$ cat src/rtl/uart_tx_arbiter.sv
// uart_tx_arbiter
// Round-robin arbiter sharing one UART transmitter among NUM_REQ requesters.
// A grant captures the winner's word, pulses Transmit/Ack, then holds off
// further grants for FRAME_CYCLES+GAP_CYCLES clocks. The UART has no busy
// flag, so the frame window is timed purely by a cycle counter.
//
// Optional build macro: UART_ARB_PRIORITY_EN
//   defined   -> requester 0 always wins when it requests; the others share
//                round-robin only while Req[0] is low (starvation intended).
//   undefined -> pure round-robin across all requesters.
module uart_tx_arbiter #(
    parameter int WORD_LENGTH  = 8,
    parameter int NUM_REQ      = 4,
    parameter int FRAME_CYCLES = WORD_LENGTH + 3,
    parameter int GAP_CYCLES   = 1,
    localparam int ID_W        = (NUM_REQ > 1) ? $clog2(NUM_REQ) : 1
) (
    input  logic                           Clk,
    input  logic                           Reset,
    input  logic [NUM_REQ-1:0]             Req,
    input  logic [NUM_REQ*WORD_LENGTH-1:0] Data_In,
    output logic [NUM_REQ-1:0]             Ack,
    output logic [WORD_LENGTH-1:0]         Parallel_In,
    output logic                           Transmit,
    output logic [ID_W-1:0]                Grant_Id,
    output logic                           Busy,
    output logic                           Done
);

    // Length of the blocking window: frame plus enforced idle gap.
    localparam int WIN   = FRAME_CYCLES + GAP_CYCLES;
    localparam int CNT_W = (WIN > 1) ? $clog2(WIN) : 1;

    typedef enum logic {
        IDLE = 1'b0,
        WAIT = 1'b1
    } state_t;

    state_t           state;
    logic [CNT_W-1:0] count;
    logic [ID_W-1:0]  last;

    logic             found;
    logic [ID_W-1:0]  winner;
    logic [ID_W-1:0]  cand;

    // Pick the next winner: first requester found scanning upward from last+1.
    always_comb begin
        // NOTE: every variable gets a default before any conditional write,
        // otherwise synthesis infers a latch to hold the old value.
        found  = 1'b0;
        winner = '0;
        cand   = '0;
        for (int k = 1; k <= NUM_REQ; k++) begin
            cand = ID_W'((int'(last) + k) % NUM_REQ);
            if (!found && Req[cand]) begin
                found  = 1'b1;
                winner = cand;
            end
        end
`ifdef UART_ARB_PRIORITY_EN
        // Requester 0 overrides the rotation whenever it is asking.
        if (Req[0]) begin
            found  = 1'b1;
            winner = '0;
        end
`endif
    end

    // Grant/window sequencer; every output is a register driven from here.
    always_ff @(posedge Clk) begin
        // NOTE: sequential state uses non-blocking assignments so all
        // registers update together from pre-edge values.
        if (!Reset) begin
            state       <= IDLE;
            count       <= '0;
            last        <= ID_W'(NUM_REQ - 1);
            Ack         <= '0;
            Parallel_In <= '0;
            Transmit    <= 1'b0;
            Grant_Id    <= '0;
            Busy        <= 1'b0;
            Done        <= 1'b0;
        end else begin
            // Pulse outputs default low; they are raised for one cycle only.
            Ack      <= '0;
            Transmit <= 1'b0;
            Done     <= 1'b0;
            case (state)
                IDLE: begin
                    if (found) begin
                        Parallel_In <= Data_In[int'(winner)*WORD_LENGTH +: WORD_LENGTH];
                        Grant_Id    <= winner;
                        Ack         <= NUM_REQ'(1) << winner;
                        Transmit    <= 1'b1;
                        last        <= winner;
                        count       <= CNT_W'(WIN - 1);
                        Busy        <= 1'b1;
                        // A one-cycle window ends in the same cycle it starts.
                        Done        <= (WIN == 1);
                        state       <= WAIT;
                    end
                end
                WAIT: begin
                    if (count == '0) begin
                        Busy  <= 1'b0;
                        state <= IDLE;
                    end else begin
                        count <= count - CNT_W'(1);
                        // Raise Done so it is visible in the counter-zero cycle.
                        if (count == CNT_W'(1)) begin
                            Done <= 1'b1;
                        end
                    end
                end
                default: state <= IDLE;
            endcase
        end
    end

endmodule

$ cat config.mk
export PLATFORM = sky130hd
export DESIGN_NAME = uart_tx_arbiter
export DESIGN_NICKNAME = d
export VERILOG_FILES = /design/src/rtl/uart_tx_arbiter.sv
export SDC_FILE = /design/constraint.sdc
export NUM_CORES = 1
export LEC_CHECK = 0
export ABC_AREA = 1
export BUFFER_PORTS_ARGS = -buffer_cell sky130_fd_sc_hd__buf_2
export CAP_MARGIN = 5
export CORE_ASPECT_RATIO = 0.5
export CORE_MARGIN = 5
export CORE_UTILIZATION = 35
export CTS_CLUSTER_DIAMETER = 30
export DETAILED_ROUTE_END_ITERATION = 16
export HOLD_SLACK_MARGIN = 0.1
export PLACE_DENSITY = 0.65
export SETUP_SLACK_MARGIN = 0.15
export SYNTH_ARGS = -nofsm -noshare
export SYNTH_HDL_FRONTEND = slang
export SYNTH_SLANG_ARGS = --single-unit
$ cat constraint.sdc
create_clock -name Clk -period 1.5 [get_ports Clk]
set_clock_uncertainty 0.05 [all_clocks]
set_input_delay 0.075 -clock Clk [delete_from_list [all_inputs] [get_ports Clk]]
set_output_delay 0.075 -clock Clk [all_outputs]
set_load 0.02 [all_outputs]
* Word-level counts from Yosys, hierarchy flattened *
Index checks and enable logic that the tools add are counted.

operators by class
  add/subtract/negate cells = 5
  magnitude comparators = 4
  equal/unequal tests = 4
  shift-type cells = 2
  multiplexer cells = 28
  bitwise gates (word level) = 3
  reductions and logical operators = 12

operators by type and width
  kind                 number
  $shiftx 32x6->8      1
  $mux 1               14
  $lt 2x3->1 const B   4
  $bmux 1 s2           4
  $mux 2               4
  $mux 4               2
  $pmux 4 s2           1
  $pmux 1 s2           3
  $reduce_and 2->1     3
  $add 2x1->2 const B  2
  $add 2x2->2 const B  2
  $eq 4x1->1 const B   1
  $logic_not 4->1      1
  $ne 2x2->1 const B   2
  $shl 1x2->4 const A  1
  $sub 4x1->4 const B  1
  $logic_and 1x1->1    3
  $logic_not 1->1      3
  $not 1->1            3
  $reduce_or 3->1      1
  $ne 2x1->1 const B   1
  $reduce_or 2->1      1

storage, ports and cells
  flip-flop bits (word level) = 24
  input port bits = 38
  output and inout bits = 17
  logic and storage cells = 67

* Longest topological paths before layout *
Gate-level depths: netlist of run 1.

  depth in word-level cells = 15
  mapped depth = 15
  mapped depth without buffers = 13

* Worst setup path before layout of run 1 *
No wires, ideal clock.

  kind = register -> register
  from = register last[0]
  to = register Parallel_In[6]
  library setup time = 0.112 ns
  arrival = 1.461 ns
  required time = 1.338 ns
  path slack = -0.123 ns
  stages on the path, launching flop included = 15
  path buffers = 2
  period minus slack after synthesis = 1.623 ns
  cells stage by stage = dfxtp_1 -> buf_6 -> inv_6 -> nand2_2 -> nand2_1 -> nor2_2 -> nor2_1 -> nand3_4 -> nand2_4 -> inv_2 -> nand2_4 -> inv_4 -> buf_8 -> nand3_2 -> nand2_1

on the way
  word-level cells in the longest chain between the ends = 14
  elaborated cells between the ends (all ways) = 28
  classes of those cells = add/sub (4); shift (1); mux (16); reduce/logical (7)

ends and longest elaborated chain
  element                                              line  RTL
  start, declared                                      41    logic [ID_W-1:0] last;
  start signal, assigned                               77    last <= ID_W'(NUM_REQ - 1);
  start signal, assigned                               96    last <= winner;
  $add 2x1->2                                          55    cand = ID_W'((int'(last) + k) % NUM_REQ);
  $bmux 1 s2                                           56    if (!found && Req[cand]) begin
  $mux 1 (not written as such)                         56
  $mux 1                                               56
  $logic_not 1->1                                      56
  $logic_and 1x1->1                                    56
  $mux 1                                               56
  $logic_not 1->1                                      56
  $logic_and 1x1->1                                    56
  $mux 1                                               56
  $logic_not 1->1                                      56
  $logic_and 1x1->1                                    56
  $mux 2 or $mux 1 (tied branches)                     56
  $shiftx 32x6->8 or $reduce_and 2->1 (tied branches)  n/a
  end signal, assigned                                 92    Parallel_In <= Data_In[int'(winner)*WORD_LENGTH +: WORD_LENGTH];
  end, declared                                        23    output logic [WORD_LENGTH-1:0] Parallel_In,

Parallel ways exist; a longest one is shown, timed or not. The select of a mux whose other input is x is not followed.
A chain may end at the register's enable or synchronous reset.

* Worst setup path in the final report of run 1 *
  from = register last[0]
  to = register Parallel_In[0]

The elaborated chain is that of the path after synthesis.

==> impl_results.md, run 1 <==
* Layout cell share with drive strength beyond 1 at 0.421
* Most frequent CP cell: nand2_2
* Sw Ratio at 0.496
* Pwr Density at ~2300 mW/mm²
* Setup CP Type: reg2reg
* Gr ovfl total at 0
* Die ar. at approximately 0.0058 mm²
* Final Hold Fails at 0
* Final count of negative-setup-slack endpoints at 21
* Worst EP required at 1630 ps
* Asr flop ratio synth at 0
* Post-Syn Area at around 0.0015 mm²
* Iteration-0 DRC count of the detailed router at 72
* Synth Flop Type: dfxtp_1
* Remaining DRCs at 0
* EDFF count, synth at 0
* Ys Warns at 0
* Slowest CP cell: dfxtp_4
* Routed WL at 4190 µm
* Worst setup startpoint: last[0]
* Min Tclk post-route at around 1700 ps
* Mean Syn Cell Area at 7.04 µm²
* RSZ-0062 raised after global routing: yes
* Switching Power at 2520 µW
* Top cell type's share of synthesized area at 0.320
* Area Growth Syn to Fin at 44.6%
* Core footprint at 0.00402 mm²
* Vias at roughly 1.7k
* Clk Latency, worst-skew pair at between 200 and 300 ps
* Internal at 2560 µW
* Synth Register Bits at 24
* Status: complete, but fails checks
* Count of different cell masters after synthesis at 28
* Row count at 16
* Boundary Pins at 55
* Drt first pass iters at 4
* Maximum VDD drop at ~0.79 mV
* Comb power frac at 0.679
* Failing checks: setup timing
* Clock power share at 0.113
* Hold_sp: Data_In[19]
* Die width at roughly 100 µm
* Most common cell in the netlist: nand2_1
* Critical path, cell by cell: inv_8 -> nand2_2 -> nand2_2 -> nand2_1 -> nand2_2 -> nand2_2 -> nand2_2 -> nand2_1 -> nand3_2 -> buf_12 -> nand2_1 -> nand3_1 -> nand3_2 -> nand2_1
* Max-cap viol count at 0
* GRT Total Usage at 0.148
* Net Count, Synth at 254
* Worst hold path type: in2reg
* Crit path max-delay family: simple AND/OR/NAND/NOR gates
* Gpl congestion at 0.839
* Total CTS buffers at 3
* Actual slew at the worst max-slew pin at 221 ps
* CP peak stage delay at ~430 ps
* Initial Utilization at 0.373
* Total Power at 5080 µW
* Max Fclk at 598 MHz
* Flop pwr share at 0.208
* PortBufs at 54
* Vias per inst at 4.86
* Area leader, netlist: dfxtp_1
* Clk sinks at 24
* CTS Root Cell: clkbuf_8
* Pins Over Slew Limit at 0
* Post-route ant nets at 0
* Buf/Inv on CP at 2
* WL/cell at 12.1 µm
* Fin crit share at 1.11
* Clk slew on worst S/H paths at 90 ps
* Worst R2R Start: last[0]
* H-tree depth at 1
* Syn Inst Count at between 200 and 250
* Post-DP Area at 0.00190 mm²
* Design Area, Final at 0.00217 mm²
* CP startpoint kind: register
* Worst Path Max Fanout at 20
* Number of global-route vias before repair at 1657
* Initial antenna violation count at 1
* TritonCTS clock tree: built
* Setup Buffers After CTS at 0
* Die Span Y at 56.3 µm
* Static leakage at 0.00112 µW
* Worst Setup End Kind: register
* Register area share after synthesis at 0.320
* Critical Path AT at about 1800 ps
* Top post-synthesis cells by count: nand2_1 (70), nand3_1 (39), dfxtp_1 (24)
* Largest net degree at the start of global routing at 21
* Fin nets at roughly 330
* First-pass GRT wire length at 7040 µm
* Final HPWL DP at a little over 3000 µm
* Setup ws final at -172 ps
* CTS max path bufs at 2
* Area contributors post-synth: dfxtp_1 (32%), nand2_1 (18%), nand3_1 (13%)
* Relative slew margins at 0.852
[registers in the layout (all words and copies together), names as in the netlist]
| name | count |
|---|---|
| Ack | 4 |
| Busy | 1 |
| Done | 1 |
| Grant_Id | 2 |
| Parallel_In | 8 |
| Transmit | 1 |
| count | 4 |
| last | 2 |
| state | 1 |
[stage by stage]
step | worst slack (ps) | std cells | setup TNS (ps) | hold slack (ps) | utilization
final | -172 | 347 | -2450 | 98.2 | 0.539
after global routing | -341 | 347 | -5360 | 103 | 0.539
after CTS | -179 | 346 | -2430 | 102 | 0.530
after detailed placement | -265 | 328 | -4170 | 352 | 0.471
after global placement | -226 | 328 | -3300 | 347 | 0.471
after floorplan | -85.5 | 213 | -843 | 135 | -
[power groups by stage]
stage / registers [µW] / logic, µW / clock network (µW)
2_1_floorplan: 1200 / 2360 / 0
3_3_place_gp: 1050 / 3230 / 0
3_5_place_dp: 1050 / 3270 / 0
4_1_cts: 1050 / 3380 / 585
5_1_grt: 1090 / 3830 / 623
6_report: 1050 / 3450 / 575
[cell families (layout without fill, tap and decap cells)]
family	after synthesis	in the layout	synth area share
AO/OA/AOI/OAI	12	12	0.0509
XOR/XNOR	1	1	0.00584
adder cells (fa/ha/maj)	3	3	0.0250
buffers and inverters	24	103	0.0984
flip-flops	24	24	0.320
other	0	1	0
AND/OR/NAND/NOR	149	149	0.500
[timing repair]
item,CTS,global route
hold buffers,14,0
hold endpoints to repair,13,0
gates resized for setup,11,8
endpoints found under the setup margin,23,23
[per-layer routing]
metal  up-vias  global-route usage  part of all wire
li1        852                   -                 -
met1       786               0.166              0.39
met2        37               0.275              0.55
met3        10              0.0321             0.043
met4         0              0.0505             0.021
met5         -                   0                 0
[final timing paths]
path         depth (start not counted)             end  slack, ps
min reg2reg                          2  Parallel_In[4]        410
max reg2reg                         14  Parallel_In[0]       -170
min                                  5  Parallel_In[3]        100
max                                 14  Parallel_In[0]       -170
[worst register-to-register path: stages, from the launching register on]
cell and delay (ps):
dfxtp_4 430, inv_8 60, nand2_2 60, nand2_2 70, nand2_1 90, nand2_2 90
nand2_2 90, nand2_2 50, nand2_1 60, nand3_2 90, buf_12 160, nand2_1 60
nand3_1 80, nand3_2 90, nand2_1 40
[layout by cell type, fill, tap and decap left out, types with 2 or more instances in the layout]
master,n
nand2_1,62
nor2_1,10
a31oi_1,2
dlygate4sd3_1,14
nand3_1,38
inv_8,2
a21oi_1,4
nand2_2,15
inv_1,10
inv_2,4
o21ai_2,2
buf_2,54
dfxtp_1,22
nand3_2,10
ha_1,3
buf_4,13
clkbuf_8,3
nor2_2,2
nand2_4,7
[cell type report]
class	instances	area (µm²)
Clock inverter	1	30.0
Inverter	17	81.3
Antenna cell	1	2.50
Fill cell	383	1850
Clock buffer	3	41.3
Tap cell	54	67.6
Timing Repair Buffer	82	528
Sequential cell	24	485
Multi-Input combinational cell	165	933
Note: power is estimated with default switching activity, not from simulation.
==> inputs of run 2 (changes only) <==
--- a/config.mk
+++ b/config.mk
@@ -7,14 +7,13 @@
 export LEC_CHECK = 0
 export ABC_AREA = 1
 export BUFFER_PORTS_ARGS = -buffer_cell sky130_fd_sc_hd__buf_2
-export CAP_MARGIN = 5
 export CORE_ASPECT_RATIO = 0.5
 export CORE_MARGIN = 5
 export CORE_UTILIZATION = 35
 export CTS_CLUSTER_DIAMETER = 30
 export DETAILED_ROUTE_END_ITERATION = 16
 export HOLD_SLACK_MARGIN = 0.1
-export PLACE_DENSITY = 0.65
+export PLACE_DENSITY_LB_ADDON = 0.1
 export SETUP_SLACK_MARGIN = 0.15
 export SYNTH_ARGS = -nofsm -noshare
 export SYNTH_HDL_FRONTEND = slang
==> impl_results.md, run 2 (synthesized netlist as in run 1, its figures left out) <==
* Status: complete, but fails checks (unchanged)
* Failing checks: setup timing (unchanged)
* Worst Path Max Fanout at 6 (was 20)
* Initial Utilization at 0.373 (unchanged)
* H-tree depth at 1 (unchanged)
* Final count of negative-setup-slack endpoints at 23 (was 21)
* Min Hold Slack at 91.8 ps (was 98.2 ps)
* RSZ-0062 raised after global routing: yes (unchanged)
* Most frequent cells in the layout: buf_2 (54), nand2_1 (43), nand3_2 (25), nand2_4 (23) (was nand2_1 (62), buf_2 (54), nand3_1 (38), dfxtp_1 (22), nand2_2 (15))
* Worst Setup End Kind: register (unchanged)
* Remaining DRCs at 0 (unchanged)
* Gr ovfl total at 0 (unchanged)
* Pins Over Slew Limit at 0 (unchanged)
* Pwr Density at 2540 mW/mm² (was 2340 mW/mm²)
* Fin nets at 350 (was 334)
* Maximum VDD drop at 0.844 mV (was 0.789 mV)
* Clock power share at 0.088 (was 0.113)
* Total Power at 6560 µW (was 5080 µW)
* Routed WL at 5230 µm (was 4190 µm)
* Max-cap viol count at 0 (unchanged)
* Clk Latency, worst-skew pair at 270 ps (about the same)
* Initial antenna violation count at 0 (was 1)
* Area Growth Syn to Fin at 72.1% (was 44.6%)
* Commonest non-fill, non-tap cell in the layout: buf_2 (was nand2_1)
* PortBufs at 54 (unchanged)
* Worst EP required at 1620 ps (was 1630 ps)
* Antenna Cells at 0 (was 1)
* TritonCTS clock tree: built (unchanged)
* Switching Power at 3290 µW (was 2520 µW)
* Die Span Y at 56.3 µm (unchanged)
* Die ar. at 0.00578 mm² (unchanged)
* CP startpoint kind: register (unchanged)
* Comb power frac at 0.750 (was 0.679)
* Number of global-route vias before repair at 1729 (was 1657)
* Min Tclk post-route at 1750 ps (was 1670 ps)
* Final Hold Fails at 0 (unchanged)
* Boundary Pins at 55 (unchanged)
* Actual slew at the worst max-slew pin at 332 ps (was 221 ps)
* Placement Setup Slack at -277 ps (was -265 ps)
* Die width at 103 µm (unchanged)
* Internal at 3270 µW (was 2560 µW)
* Row count at 16 (unchanged)
* Setup ws final at -246 ps (was -172 ps)
* Total CTS buffers at 3 (unchanged)
* CTS max path bufs at 2 (unchanged)
* Iteration-0 DRC count of the detailed router at 106 (was 72)
* Max Fclk at 573 MHz (was 598 MHz)
* Critical Path AT at 1870 ps (was 1800 ps)
* Largest registers: Parallel_In: 8 flops, Ack: 4 flops, count: 4 flops (unchanged)
* Max reg flops at 8 (unchanged)
* Clk slew on worst S/H paths at 90 ps (about the same)
* Fin crit share at 1.16 (was 1.11)
* Sw Ratio at 0.501 (was 0.496)
* Relative slew margins at 0.777 (was 0.852)
* Largest net degree at the start of global routing at 17 (was 21)
* Static leakage at 0.00131 µW (was 0.00112 µW)
* Worst hold path type: in2reg (unchanged)
* Drt first pass iters at 4 (unchanged)
* Final HPWL DP at 3270 µm (was 3070 µm)
* Vias per inst at 4.85 (was 4.86)
* GRT Total Usage at 0.162 (was 0.148)
* Gpl congestion at 0.806 (was 0.839)
* Core footprint at 0.00402 mm² (unchanged)
* Setup CP Type: reg2reg (unchanged)
* Top reg by flops: Parallel_In (unchanged)
* Clk sinks at 24 (unchanged)
* Vias at 1755 (was 1685)
* Post-route ant nets at 0 (unchanged)
* First-pass GRT wire length at 7690 µm (was 7040 µm)
* WL/cell at 14.4 µm (was 12.1 µm)
* Flop pwr share at 0.162 (was 0.208)
* CTS Root Cell: clkbuf_8 (unchanged)
* Layout cell share with drive strength beyond 1 at 0.568 (was 0.421)
## run 2: power groups by stage
stage	registers [µW]	clock network, µW	logic [µW]
floorplan	1200	0	2360
global placement	1050	0	3300
detailed placement	1050	0	3330
CTS	1050	588	3860
global route	1090	614	5320
finish	1070	576	4920
## run 2: area by class of cell
type,count,area [µm²]
Fill cell,362,1440
Multi-Input combinational cell,166,1180
Timing Repair Buffer,95,671
Sequential cell,24,488
Inverter,17,91.3
Tap cell,54,67.6
Clock buffer,3,41.3
Clock inverter,1,30.0
Timing Repair inverter,2,12.5
## run 2: timing repair
action | CTS | global route
gates cloned | 1 | 3
hold buffers | 15 | 0
buffers inserted | 6 | 1
pin swaps | 3 | 13
setup endpoints to repair | 23 | 23
gates resized for setup | 39 | 56
endpoints found under the hold margin | 11 | 0
## run 2: final timing paths
kind	startpoint	endpoint	slack, ps	cells past startpoint
worst max register to register	last[0]	Parallel_In[6]	-250	11
worst min-delay path	Data_In[23]	Parallel_In[7]	90	5
worst max-delay path	last[0]	Parallel_In[6]	-250	11
worst min register to register	Parallel_In[2]	Parallel_In[2]	400	2
## run 2: layer usage
layer	share of wire	GRT usage
met2	0.49	0.278
met4	0.013	0.0150
met5	0	0
met3	0.046	0.0321
met1	0.45	0.218
## run 2: per-stage QoR
stage          TNS, ps  cell area [µm²]  utilization  std cells
2_1_floorplan     -843             1520            -        213
3_5_place_dp     -4790             1910        0.475        332
6_report         -3940             2580        0.641        362
4_1_cts          -2880             2320        0.576        358
3_3_place_gp     -5020             1910        0.475        332
5_1_grt          -5920             2580        0.641        362
## run 2: worst max-delay path, stage by stage, from the launching register on
cell and delay (ps):
dfxtp_4 410, buf_6 130, nand2_1 90, a21oi_2 180, nor2_2 70, nand3_4 140
nand3_4 130, buf_8 160, nand2_2 80, nand3_2 90, nand3_2 70, nand2_1 50
==> inputs of run 3 (changes only) <==
--- a/config.mk
+++ b/config.mk
@@ -5,11 +5,9 @@
 export SDC_FILE = /design/constraint.sdc
 export NUM_CORES = 1
 export LEC_CHECK = 0
-export ABC_AREA = 1
 export BUFFER_PORTS_ARGS = -buffer_cell sky130_fd_sc_hd__buf_2
-export CORE_ASPECT_RATIO = 0.5
 export CORE_MARGIN = 5
-export CORE_UTILIZATION = 35
+export CORE_UTILIZATION = 41
 export CTS_CLUSTER_DIAMETER = 30
 export DETAILED_ROUTE_END_ITERATION = 16
 export HOLD_SLACK_MARGIN = 0.1
==> impl_results.md, run 3 <==
* Setup ws final at -294 ps (was -246 ps)
* Count of different cell masters after synthesis at 35 (was 28)
* Worst Path Max Fanout at 5 (was 6)
* Number of global-route vias before repair at 1354 (was 1729)
* Total Power at 1930 µW (was 6560 µW)
* Clk Latency, worst-skew pair at 310 ps (was 270 ps)
* Post-DP Area at 0.00159 mm² (was 0.00191 mm²)
* Worst hold path type: in2reg (unchanged)
* Drt first pass iters at 4 (unchanged)
* Relative slew margins at 0.663 (was 0.777)
* Final HPWL DP at 2350 µm (was 3270 µm)
* Most common cell in the netlist: dfxtp_1 (was nand2_1)
* Max-cap viol count at 0 (unchanged)
* Gr ovfl total at 0 (unchanged)
* Worst EP required at 1640 ps (was 1620 ps)
* FF+latch area at 487 µm² (was 488 µm²)
* Asr flop ratio synth at 0 (unchanged)
* Pins Over Slew Limit at 0 (unchanged)
* CTS Root Cell: clkbuf_4 (was clkbuf_8)
* Top cell type's share of synthesized area at 0.408 (was 0.320)
* FILL cells at 168 (was 362)
* Area contributors post-synth: dfxtp_1 (41%), mux2i_1 (13%), o221ai_1 (5.2%) (was dfxtp_1 (32%), nand2_1 (18%), nand3_1 (13%))
* Clk slew on worst S/H paths at 140 ps (was 90 ps)
* Placement Setup Slack at -98.8 ps (was -277 ps)
* CP peak stage delay at 370 ps (was 410 ps)
* Syn Inst Count at 123 (was 213)
* Critical Path AT at 1940 ps (was 1870 ps)
* Clk sinks at 24 (unchanged)
* Initial Utilization at 0.427 (was 0.373)
* GRT Total Usage at 0.194 (was 0.162)
* CP startpoint kind: register (unchanged)
* PortBufs at 54 (unchanged)
* Top reg by flops: Parallel_In (unchanged)
* WL/cell at 18.8 µm (was 14.4 µm)
* Mean Syn Cell Area at 9.57 µm² (was 7.04 µm²)
* Pwr Density at 864 mW/mm² (was 2540 mW/mm²)
* Die ar. at 0.00404 mm² (was 0.00578 mm²)
* CTS max path bufs at 2 (unchanged)
* First-pass GRT wire length at 6370 µm (was 7690 µm)
* Initial antenna violation count at 1 (was 0)
* Static leakage at 0.00110 µW (was 0.00131 µW)
* Max reg flops at 8 (unchanged)
* Ys Warns at 0 (unchanged)
* Area of the multi-input gates at 795 µm² (was 0.00118 mm²)
* Post-route ant nets at 0 (unchanged)
* Final Hold Fails at 0 (unchanged)
* Fin crit share at 1.20 (was 1.16)
* Largest registers: Parallel_In: 8 flops, Ack: 4 flops, count: 4 flops (unchanged)
* Layout cell share with drive strength beyond 1 at 0.481 (was 0.568)
* Status: complete, but fails checks (unchanged)
* Slowest CP cell: dfxtp_2 (was dfxtp_4)
* Fin nets at 277 (was 350)
* Vias at 1460 (was 1755)
* RSZ-0062 raised after global routing: yes (unchanged)
* # placed instances at 214 (was 332)
* Iteration-0 DRC count of the detailed router at 103 (was 106)
* Commonest non-fill, non-tap cell in the layout: buf_2 (unchanged)
* Fin Setup TNS at -1170 ps (was -3940 ps)
* Final count of negative-setup-slack endpoints at 8 (was 23)
* Design Area, Final at 0.00223 mm² (was 0.00258 mm²)
* Area leader, netlist: dfxtp_1 (unchanged)
* Synth Flop Type: dfxtp_1 (unchanged)
* Max Fclk at 558 MHz (was 573 MHz)
* Gpl congestion at 0.775 (was 0.806)
* EDFF count, synth at 0 (unchanged)
* Die Span Y at 63.6 µm (was 56.3 µm)
* Most frequent cells in the layout: buf_2 (54), dlygate4sd3_1 (33), buf_4 (20), dfxtp_1 (19), mux2i_1 (14) (was buf_2 (54), nand2_1 (43), nand3_2 (25), nand2_4 (23))
* Buf/Inv on CP at 2 (unchanged)
* Min Tclk post-route at 1790 ps (was 1750 ps)
* TritonCTS clock tree: built (unchanged)
* Row count at 19 (was 16)
* Routed WL at 5020 µm (was 5230 µm)
* Largest net degree at the start of global routing at 21 (was 17)
* H-tree depth at 1 (unchanged)
* Maximum VDD drop at 0.669 mV (was 0.844 mV)
* Remaining DRCs at 0 (unchanged)
* Setup CP Type: reg2reg (unchanged)
* Post-Syn Area at 0.00118 mm² (was 0.00150 mm²)
* Vias per inst at 5.47 (was 4.85)
* Fin cells at 267 (was 362)
* Core footprint at 0.00276 mm² (was 0.00402 mm²)
* Critical path, cell by cell: nand2b_4 -> o21ai_4 -> a221oi_4 -> buf_6 -> buf_12 -> mux2i_1 -> o221ai_1 (was buf_6 -> nand2_1 -> a21oi_2 -> nor2_2 -> nand3_4 -> nand3_4 -> buf_8 -> nand2_2 -> nand3_2 -> nand3_2 -> nand2_1)
* Top post-synthesis cells by count: dfxtp_1 (24), nand2_1 (16), mux2i_1 (15) (was nand2_1 (70), nand3_1 (39), dfxtp_1 (24))
* Area Growth Syn to Fin at 89.5% (was 72.1%)
* Synth Register Bits at 24 (unchanged)
* Worst Setup End Kind: register (unchanged)
* Boundary Pins at 55 (unchanged)
* Die width at 63.6 µm (was 103 µm)
* Failing checks: setup timing (unchanged)
* Actual slew at the worst max-slew pin at 501 ps (was 332 ps)
* Register area share after synthesis at 0.408 (was 0.320)
* Total CTS buffers at 3 (unchanged)
* Net Count, Synth at 164 (was 254)
* Crit path max-delay family: compound AO/OA/AOI/OAI gates (was simple AND/OR/NAND/NOR gates)
==> run 3: cell types whose count changed after synthesis, sizes merged, moves of 7 or more <==
cell / change
nand3: -46
mux2i: +15
inv: -13
nor2: -9
o221ai: +7
nand2: -68
==> run 3: through the flow <==
stage                util  hold slack, ps
floorplan               -             225
global placement    0.575             312
detailed placement  0.575             324
CTS                 0.729             100
global route        0.809             132
finish              0.809             107
==> run 3: logic make-up (layout without fill, tap and decap cells) <==
group | after synthesis | in the layout | share of synthesized area
AO/OA/AOI/OAI | 26 | 26 | 0.173
XOR/XNOR | 1 | 1 | 0.00744
adder cells (fa/ha/maj) | 3 | 3 | 0.0319
buffers and inverters | 10 | 121 | 0.0457
flip-flops | 24 | 24 | 0.408
multiplexers | 16 | 16 | 0.137
other | 0 | 1 | 0
AND/OR/NAND/NOR | 43 | 44 | 0.197
==> run 3: repair_timing <==
action | CTS | global route
endpoints found under the setup margin | 13 | 18
resized for setup | 10 | 21
pin swaps | 2 | 6
gates cloned | 0 | 3
endpoints found under the hold margin | 12 | 0
buffers inserted | 3 | 9
hold buffers | 33 | 0
==> run 3: path summary, 6_finish.rpt <==
kind | startpoint | end | slack [ps] | cells after the start
setup / recovery | last[0] | Parallel_In[4] | -290 | 7
hold / removal | Data_In[30] | Parallel_In[6] | 110 | 4
setup reg to reg | last[0] | Parallel_In[4] | -290 | 7
hold reg to reg | Busy | Busy | 410 | 2
==> run 3: layout make-up <==
type / count / share of cell area
antenna: 1 / 0.00112
clock buffer: 4 / 0.0163
inverter: 4 / 0.00785
multi-input combinational: 90 / 0.356
sequential: 24 / 0.218
tap: 31 / 0.0174
timing repair buffer: 113 / 0.383
==> run 3: power by group <==
part	internal, µW	switching, µW	total (µW)
sequential	713	57.1	771
clock	148	199	347
combinational	432	378	810
==> run 3: worst min-delay path, cell delays in order <==
cell and delay, ps:
buf_2 100, nand4_1 60, mux2_4 140, o211ai_2 60
==> run 3: layer usage <==
layer,track usage,share of wire,vias up
met5,0,0,-
met3,0.0497,0.069,18
met4,0.0623,0.038,0
met1,0.192,0.35,709
met2,0.381,0.54,60
li1,-,-,673
